**config.mk**
```make
export PLATFORM = sky130hd
export DESIGN_NAME = run_pattern_tx
export DESIGN_NICKNAME = d
export VERILOG_FILES = /design/src/rtl/run_pattern_tx.sv
export SDC_FILE = /design/constraint.sdc
export NUM_CORES = 1
export LEC_CHECK = 0
export ABC_AREA = 1
export BUFFER_PORTS_ARGS = -buffer_cell sky130_fd_sc_hd__buf_2
export CAP_MARGIN = 20
export CORE_MARGIN = 5
export CORE_UTILIZATION = 25
export CTS_CLUSTER_DIAMETER = 100
export DETAILED_ROUTE_END_ITERATION = 16
export HOLD_SLACK_MARGIN = 0.1
export RECOVER_POWER = 50
export SYNTH_ARGS = -nofsm -noshare
export SYNTH_HDL_FRONTEND = slang
export SYNTH_SLANG_ARGS = --single-unit
```
**constraint.sdc**
```tcl
create_clock -name clk -period 1.4 [get_ports clk]
set_clock_uncertainty 0.05 [all_clocks]
set_input_delay 0.14 -clock clk [delete_from_list [all_inputs] [get_ports clk]]
set_output_delay 0.14 -clock clk [all_outputs]
set_load 0.02 [all_outputs]
```
**src/rtl/run_pattern_tx.sv**
```systemverilog
// Serial LSB-first pattern transmitter with start/busy/done handshake and a cycle-exact
// model of the four-in-a-row detector output. Define RUN_PATTERN_TX_REPEAT_EN to chain frames.
module run_pattern_tx #(
    parameter int unsigned WIDTH = 8,
    parameter int unsigned LEN_W = 4
) (
    input  logic             clk,
    input  logic             aclr,
    input  logic             start_i,
    input  logic [WIDTH-1:0] data_i,
    input  logic [LEN_W-1:0] len_i,
    output logic             w_o,
    output logic             valid_o,
    output logic             busy_o,
    output logic             done_o,
    output logic             z_exp_o
);

    typedef enum logic [2:0] {
        StIdle = 3'b001,
        StSend = 3'b010,
        StDone = 3'b100
    } state_e;

    localparam logic [LEN_W-1:0] WidthLen = LEN_W'(WIDTH);

    state_e           state_q, state_d;
    logic [WIDTH-1:0] sr_q, sr_d;
    logic [LEN_W-1:0] cnt_q, cnt_d;
    logic [2:0]       rc_q, rc_d;
    logic             lb_q;
    logic [LEN_W-1:0] len_clamp;
    logic             load_req;

    assign len_clamp = (len_i > WidthLen) ? WidthLen : len_i;
    assign load_req  = start_i && (len_i != '0);

    always_comb begin
        state_d = state_q;
        sr_d    = sr_q;
        cnt_d   = cnt_q;
        w_o     = 1'b0;
        valid_o = 1'b0;
        busy_o  = 1'b0;
        done_o  = 1'b0;
        unique case (state_q)
            StIdle: begin
                if (load_req) begin
                    sr_d    = data_i;
                    cnt_d   = len_clamp;
                    state_d = StSend;
                end
            end
            StSend: begin
                w_o     = sr_q[0];
                valid_o = 1'b1;
                busy_o  = 1'b1;
                sr_d    = sr_q >> 1;
                cnt_d   = cnt_q - LEN_W'(1);
                if (cnt_q == LEN_W'(1)) begin
`ifdef RUN_PATTERN_TX_REPEAT_EN
                    // Chain the next frame straight after the last bit.
                    if (load_req) begin
                        sr_d  = data_i;
                        cnt_d = len_clamp;
                    end else begin
                        state_d = StDone;
                    end
`else
                    state_d = StDone;
`endif
                end
            end
            StDone: begin
                busy_o  = 1'b1;
                done_o  = 1'b1;
                state_d = StIdle;
            end
            default: state_d = StIdle;
        endcase
    end

    // Run-length tracker mirroring the detector's sampling of w, idle cycles included.
    always_comb begin
        rc_d = rc_q;
        if (rc_q == 3'd0 || w_o != lb_q) begin
            rc_d = 3'd1;
        end else if (rc_q != 3'd4) begin
            rc_d = rc_q + 3'd1;
        end
    end

    assign z_exp_o = (rc_q == 3'd4);

    always_ff @(posedge clk or negedge aclr) begin
        if (!aclr) begin
            state_q <= StIdle;
            sr_q    <= '0;
            cnt_q   <= '0;
            rc_q    <= '0;
            lb_q    <= 1'b0;
        end else begin
            state_q <= state_d;
            sr_q    <= sr_d;
            cnt_q   <= cnt_d;
            rc_q    <= rc_d;
            lb_q    <= w_o;
        end
    end

endmodule

```
==> results summary, run 1 <==
The run finished, with violations left. The cell leakage power is 0.835 nW. A synthesized cell averages 7.43 µm². The CTS buffer count came out at 3. The critical path required time came out at 1210 ps.

The share of flip-flops with an asynchronous set or reset is 1.00. The share of the Yosys chip area taken by registers is 0.439. The met1 layer usage reported by global route came out at 0.117. Detailed routing inserted a total of 979 vias. The netlist area before placement came out at 1080 µm².

The count of nets left with antenna violations once routing finished came out at 0. The number of enable flip-flop cells after synthesis is 0. The count of input and output buffers is 19.

The fraction of met3 tracks used by global routing is 0.0290. In this run the count of I/O pins placed on the die edge is 20. Ranked by instance count, the synthesized netlist is headed by nand2_1 (74), dfrtp_1 (18), inv_1 (14). For the worst setup path, the data arrival time is 1350 ps.

The start-to-end type of the worst setup path is reg2out. The biggest area contributor in the post-synthesis netlist is dfrtp_1. The routability congestion estimate is 0.745.

The smallest hold slack is 124 ps. The number of global-route vias before repair came out at 973. The post-detailed-routing wire length is 2530 µm.

In this run the tightest slew margin relative to its limit is 0.667. Across the VDD grid, the largest voltage drop is 736 µV. In the synthesized netlist the dominant register cell turns out to be dfrtp_1.

The layout-stage area growth over the synthesis result is 40.6%. Across the run, the number of max-cap violations was 0. For this run the aggregate overflow at the end of global routing stands at 0. Timing would allow up to 0.650 GHz. The clock latency of the later-clocked register in the worst-skew pair is 260 ps. The transition time at the pin with the least slew margin came out at 499 ps.

The final core utilization came out at 0.355. The busiest layer in global routing is met2. The sum of net half-perimeters after detailed placement came out at 1630 µm. The initial antenna violation count is 0. The worst hold path belongs to the class in2reg. In this run the deepest clock path goes through 2 buffers. Entering global routing, the biggest net connects 20 pins. For this design, the sink count on the clock tree is 19. The clock slew at the register clock pins of the worst setup and hold paths came out at 80 ps. STA classifies the critical path startpoint as a register. The most common cell in the synthesized netlist is nand2_1. Of the post-synthesis cell area, the dominant cell type holds 0.415. The number of cells in the design after placement is 218.

The count of unique library cells instantiated by Yosys came out at 22. The clock tree from TritonCTS is yes. The die covers 5760 µm². In the finished design, the share of the clock period the worst path needs comes to 1.10. The via density per instance came out at 4.17.

The non-filler instance count after layout is 235. The violation count after the first detailed-routing iteration is 12. Setup repair after global routing could not meet its margin everywhere.

The total design power came out at 0.00315 W. The register bit count reported by yosys is 19. Setup violations remaining at the end of the flow were counted as 16. The finished layout cell area came out at 1530 µm². The floorplan die width is 75.9 µm. By area the synthesized netlist is led by dfrtp_1 (42%), nand2_1 (26%), inv_1 (4.8%).

The number of antenna diodes is 0. The max-slew violation total from the final report is 0. In the routed design, unresolved DRC markers number 0. The final layout net count came out at 203. The wire length of the first global-routing pass came out at 4350 µm. The worst path in the final design needs a cycle of 1540 ps, including I/O delays and setup.

The power density normalized to cell area came out at 2070 nW/µm². Setup slack on the critical path of the routed design comes to -139 ps. The total global-route track usage came out at 0.102.

The count of yosys warnings during synthesis is 0. The critical path capture point type is a primary output. The core region is 4290 µm². The starting utilization of the core area is 0.253. The highest fanout seen on the critical path came out at 3. The total number of placement rows came out at 24. The number of nets handed over by synthesis was 165. The die span in y is 75.9 µm. The global routing met2 resource utilization came out at 0.177.

The layout cell share with drive strength beyond 1 is 0.361. The number of hold violations in the final report came out at 0. The number of instances in the synthesized netlist is 146. The number of detailed-route iterations in the first pass is 4.

CTS placed an instance of clkbuf_8 at the clock tree root. The standard cell area after detailed placement is 1260 µm². The final reports fail on setup timing. The average routed wire per standard cell came out at 10.8 µm. The number of H-tree levels is 1.
-- cells by family (layout without fill, tap and decap cells) --
family                   after synthesis  count (layout)  synth area share
flip-flops                            19              19             0.439
AND/OR/NAND/NOR                       94              95             0.364
buffers and inverters                 20              56            0.0946
adder cells (fa/ha/maj)                4               4            0.0461
AO/OA/AOI/OAI                          5               5            0.0231
XOR/XNOR                               4               4            0.0323
-- stage by stage --
step                TNS, ps  worst slack, ps
floorplan                 0             49.7
CTS                    -985             -116
global placement          0             16.6
detailed placement     -182            -25.1
finish                -1220             -139
global route          -2680             -207
-- final cells by class --
| type | count | area [µm²] |
|---|---|---|
| Tap cell | 52 | 65.1 |
| Clock buffer | 3 | 41.3 |
| Inverter | 15 | 56.3 |
| Timing Repair Buffer | 37 | 298 |
| Clock inverter | 1 | 5.00 |
| Sequential cell | 19 | 478 |
| Fill cell | 452 | 2770 |
| Multi-Input combinational cell | 108 | 582 |
-- metal layers --
| metal | vias up | routed length (µm) |
|---|---|---|
| li1 | 518 | - |
| met1 | 440 | 1120 |
| met2 | 15 | 1270 |
| met3 | 6 | 98 |
| met4 | 0 | 42 |
| met5 | - | 0 |
-- where the power goes --
part	switching, W	leakage, nW	total [W]	internal, W
Clock	0.000200	0.0255	0.000398	0.000198
Combinational	0.000975	0.570	0.00180	0.000824
Sequential	0.000160	0.239	0.000957	0.000796
-- registers in the layout, summed over array words and instances (netlist names) --
name	count
cnt_q	4
lb_q	1
state_q	3
sr_q	8
rc_q	3
-- path summary, 6_finish.rpt --
path	start	end	slack [ps]	cells after the start
max	state_q[0]$_DFFE_PN1P_	busy_o	-140	5
min	data_i[1]	sr_q[1]$_DFFE_PN0P_	120	5
max reg2reg	state_q[0]$_DFFE_PN1P_	cnt_q[0]$_DFFE_PN0P_	-100	8
min reg2reg	sr_q[0]$_DFFE_PN0P_	sr_q[0]$_DFFE_PN0P_	430	2
max in group asynchronous	aclr	state_q[1]$_DFFE_PN0P_	620	2
min in group asynchronous	aclr	cnt_q[2]$_DFFE_PN0P_	320	2
-- timing repair --
item	CTS	global route
pin swaps	2	2
gates cloned	2	0
hold buffers	2	0
endpoints found under the setup margin	15	20
buffers inserted	8	2
endpoints found under the hold margin	19	0
gates resized for setup	22	16
-- critical path, stage by stage, from the launching register on --
cell	delay [ps]
dfstp_2	540
inv_2	50
nand3_2	90
inv_2	50
or2_4	220
buf_6	130
-- layout by cell type, fill, tap and decap left out --
master	n
buf_12	1
buf_2	13
buf_4	10
buf_6	10
clkbuf_2	1
clkbuf_8	3
clkinv_2	1
dfrtp_1	17
dfrtp_2	1
dfstp_2	1
dlygate4sd3_1	2
ha_1	3
ha_4	1
inv_1	11
inv_2	4
nand2_1	62
nand2_2	11
nand2_4	3
nand3_1	5
nand3_2	2
nand4_1	1
nor2_1	7
nor2_4	1
nor3_2	1
nor3_4	1
o21ai_0	4
o21ai_1	1
or2_4	1
xnor2_1	2
xor2_1	2
No activity file was read; power rests on OpenSTA's default activity.
==> inputs of run 2 (changes only) <==
--- a/config.mk
+++ b/config.mk
@@ -12,7 +12,9 @@
 export CORE_UTILIZATION = 25
 export CTS_CLUSTER_DIAMETER = 100
 export DETAILED_ROUTE_END_ITERATION = 16
+export GPL_TIMING_DRIVEN = 0
 export HOLD_SLACK_MARGIN = 0.1
+export PLACE_DENSITY = 0.43
 export RECOVER_POWER = 50
 export SYNTH_ARGS = -nofsm -noshare
 export SYNTH_HDL_FRONTEND = slang
==> constraint.sdc (replaced) <==
create_clock -name clk -period 1.65 [get_ports clk]
set_clock_uncertainty 0.05 [all_clocks]
set_input_delay 0.165 -clock clk [delete_from_list [all_inputs] [get_ports clk]]
set_output_delay 0.165 -clock clk [all_outputs]
set_load 0.02 [all_outputs]
==> run 2 against run 1 <==
The flow now finishes without violations. Critical path depth is the same. Sequential share of layout area grew 3.6 points. Hold slack lost 7.8 ps. Cell count shrank 3.8%. Worst setup slack gained 220 ps. Wire length shrank 3.4%. Combinational power shrank 30%. Clock-buffer cell count is the same. Design area shrank 11%. Non-clock buffer count shrank 8. Register-to-register slack gained 210 ps. Largest cell class unchanged.
==> results summary, run 2 (synthesis gave the netlist of run 1 again) <==
Counting both buffers and inverters, the worst setup path holds a total of 3. The top achievable clock speed is 0.636 GHz. After global routing, the most crowded layer is met2.

At the pin with the least slew margin, the transition time is 1080 ps. Entering global routing, the biggest net connects 20 pins. The number of filler instances in the final layout is 462. More flip-flops sit in one register than any other, and that register is sr_q.

The number of global-route vias before repair is 913. The number of antenna diodes is 0. The standard cell area after detailed placement is 1240 µm².

From synthesis to final layout, the design area changed by 25.7%. For this run, design rule violations remaining after detail routing come to 0. TritonCTS created 3 clock buffers. At the end of routability-driven placement, the weighted congestion stood at 0.731. The critical path goes through inv_2 -> nand3_4 -> clkinvlp_4 -> or2_4 -> buf_6. Clock-pin slew was measured on the worst setup and hold paths at 70 ps. The violation count after the first detailed-routing iteration came out at 29. The flip-flop count of the largest register after layout is 8. Dividing the final minimum period by the clock period gives 0.953. The most frequent standard cell in the layout excluding fill and tap cells is nand2_1. The total global-route track usage came out at 0.0929. The area of the core came out at 4290 µm². The die covers 5760 µm².

The sum of net half-perimeters after detailed placement came out at 1740 µm. The initial antenna violation count was 0. The layout cell share with drive strength beyond 1 came out at 0.253. The power density normalized to cell area is 1760 nW/µm². In the global route stage, met2 resource usage came out at 0.154. The met1 layer usage reported by global route is 0.120. Setup repair after global routing left no endpoint under its margin. In the final layout, the registers with the most flip-flops are sr_q (8), cnt_q (4).

Across all layers, the routed design uses 941 vias. The starting utilization of the core area came out at 0.253. The total negative slack for setup checks came out at 0 ps. The flip-flop and latch area is 477 µm². The worst reg2reg path depth came out at 8. For met3 alone, demand over resource in global routing was 0.0198. The count of boundary I/O pins came out at 20.

The total number of cells along the worst setup path came out at 5. The floorplan die width came out at 75.9 µm. Measured against its own limit, the worst slew margin works out to 0.279.

The footprint of the multi-input gates is 528 µm². On the worst path, the slowest cell contributes a delay of 540 ps. The worst setup path is of the reg2out kind. The max-slew violation total from the final report came to 0. The final core utilization came out at 0.318.

The number of H-tree levels is 1. The post-detailed-routing wire length is 2440 µm. TritonCTS built the clock tree. STA classifies the critical path endpoint as a primary output. The average routed wire per standard cell is 10.8 µm.

In this run the clock root is driven by a clkbuf_8. The number of failing setup endpoints in the final timing report is 0. The wire length of the first global-routing pass came out at 4080 µm. The final layout contains 194 nets. The via density per instance came out at 4.16. The peak supply drop came out at 422 µV. The largest individual stage delay along the critical path comes from the cell dfstp_2. The total design power is 0.00240 W. Port buffering added 19 buffers. The number of detailed-route iterations in the first pass came out at 4. The top cell family by delay on the critical path is flip-flops. The post-detailed-route count of antenna-violating nets is 0. The highest fanout seen on the critical path is 2. The number of hold violations in the final report came out at 0. The classification of the worst-slack hold path is in2reg.

The kind of start point of the critical path is a register. For this design the static power due to leakage is 0.765 nW. Along the worst hold path, the cell count comes to 3. The finished layout cell area is 1360 µm². The total grt overflow came out at 0. The clock latency of the later-clocked register in the worst-skew pair is 250 ps. The count of max-cap constraint violations is 0. The flow ran to the end, and the final reports show no timing, DRC or antenna violations. The clock tree buffer depth came out at 2.

The total number of placement rows came out at 24. The count of clock tree sinks is 19. Leaving out fill and tap cells, the most frequent cells in the layout are nand2_1 (71), buf_2 (19), dfrtp_1 (18), inv_1 (12), nor2_1 (7). Data on the critical path is required at its endpoint by 1430 ps. In this run the vertical extent of the chip is 75.9 µm.

The data arrival at the endpoint of the critical path came out at 1360 ps. The clock period minus worst slack came out at 1570 ps.
[run 2: changes by cell type in the layout (fill, tap and decap cells not counted), sizes merged]
cell	before	now
clkinvlp	0	1
dlygate4sd3	2	1
buf	34	27
inv	15	14
nand2	76	75
[run 2: tightest hold or removal path, cell delays in order]
cell	delay (ps)
buf_2	90
nand4_1	80
nand2_1	60
[run 2: report_power, final]
group          leakage (nW)  switching, W  internal [W]  total, W
combinational         0.500      0.000731      0.000533   0.00126
sequential            0.240      0.000138      0.000674  0.000812
clock                0.0255      0.000154      0.000168  0.000322
[run 2: what timing repair did]
item,4_1_cts,5_1_grt
endpoints found under the hold margin,18,0
pin swaps,1,4
cloned,0,2
setup endpoints to repair,1,10
gates resized for setup,5,6
setup buffers,2,2
hold buffers,1,0
[run 2: final cells by class]
type	count	share of cell area
Tap cell	52	0.0477
Clock buffer	3	0.0303
Sequential cell	19	0.350
Clock inverter	1	0.00367
Multi-Input combinational cell	107	0.387
Inverter	15	0.0440
Timing Repair Buffer	25	0.105
Buffer	4	0.0330
[run 2: worst paths after layout]
path / end / from / slack, ps
max: busy_o / state_q[0]$_DFFE_PN1P_ / 80
max reg2reg: cnt_q[3]$_DFFE_PN0P_ / state_q[0]$_DFFE_PN1P_ / 110
max in group asynchronous: rc_q[1]$_DFFE_PN0P_ / aclr / 330
min in group asynchronous: cnt_q[0]$_DFFE_PN0P_ / aclr / 580
min: sr_q[7]$_DFFE_PN0P_ / data_i[7] / 120
min reg2reg: sr_q[3]$_DFFE_PN0P_ / sr_q[3]$_DFFE_PN0P_ / 430
[run 2: stage by stage]
stage / hold slack [ps] / setup WS [ps] / std cells
after floorplan: -181 / 188 / 146
after global placement: 95.5 / 94.5 / 217
after detailed placement: 91.3 / 89.5 / 217
after CTS: 112 / 1.91 / 223
after global routing: 134 / 13.6 / 226
final: 116 / 76.9 / 226
[run 2: layer usage]
metal,wire (µm),part of all wire,up-vias
met4,0,0,0
met3,87,0.036,0
li1,-,-,494
met5,0,0,-
met2,1200,0.49,12
met1,1150,0.47,435
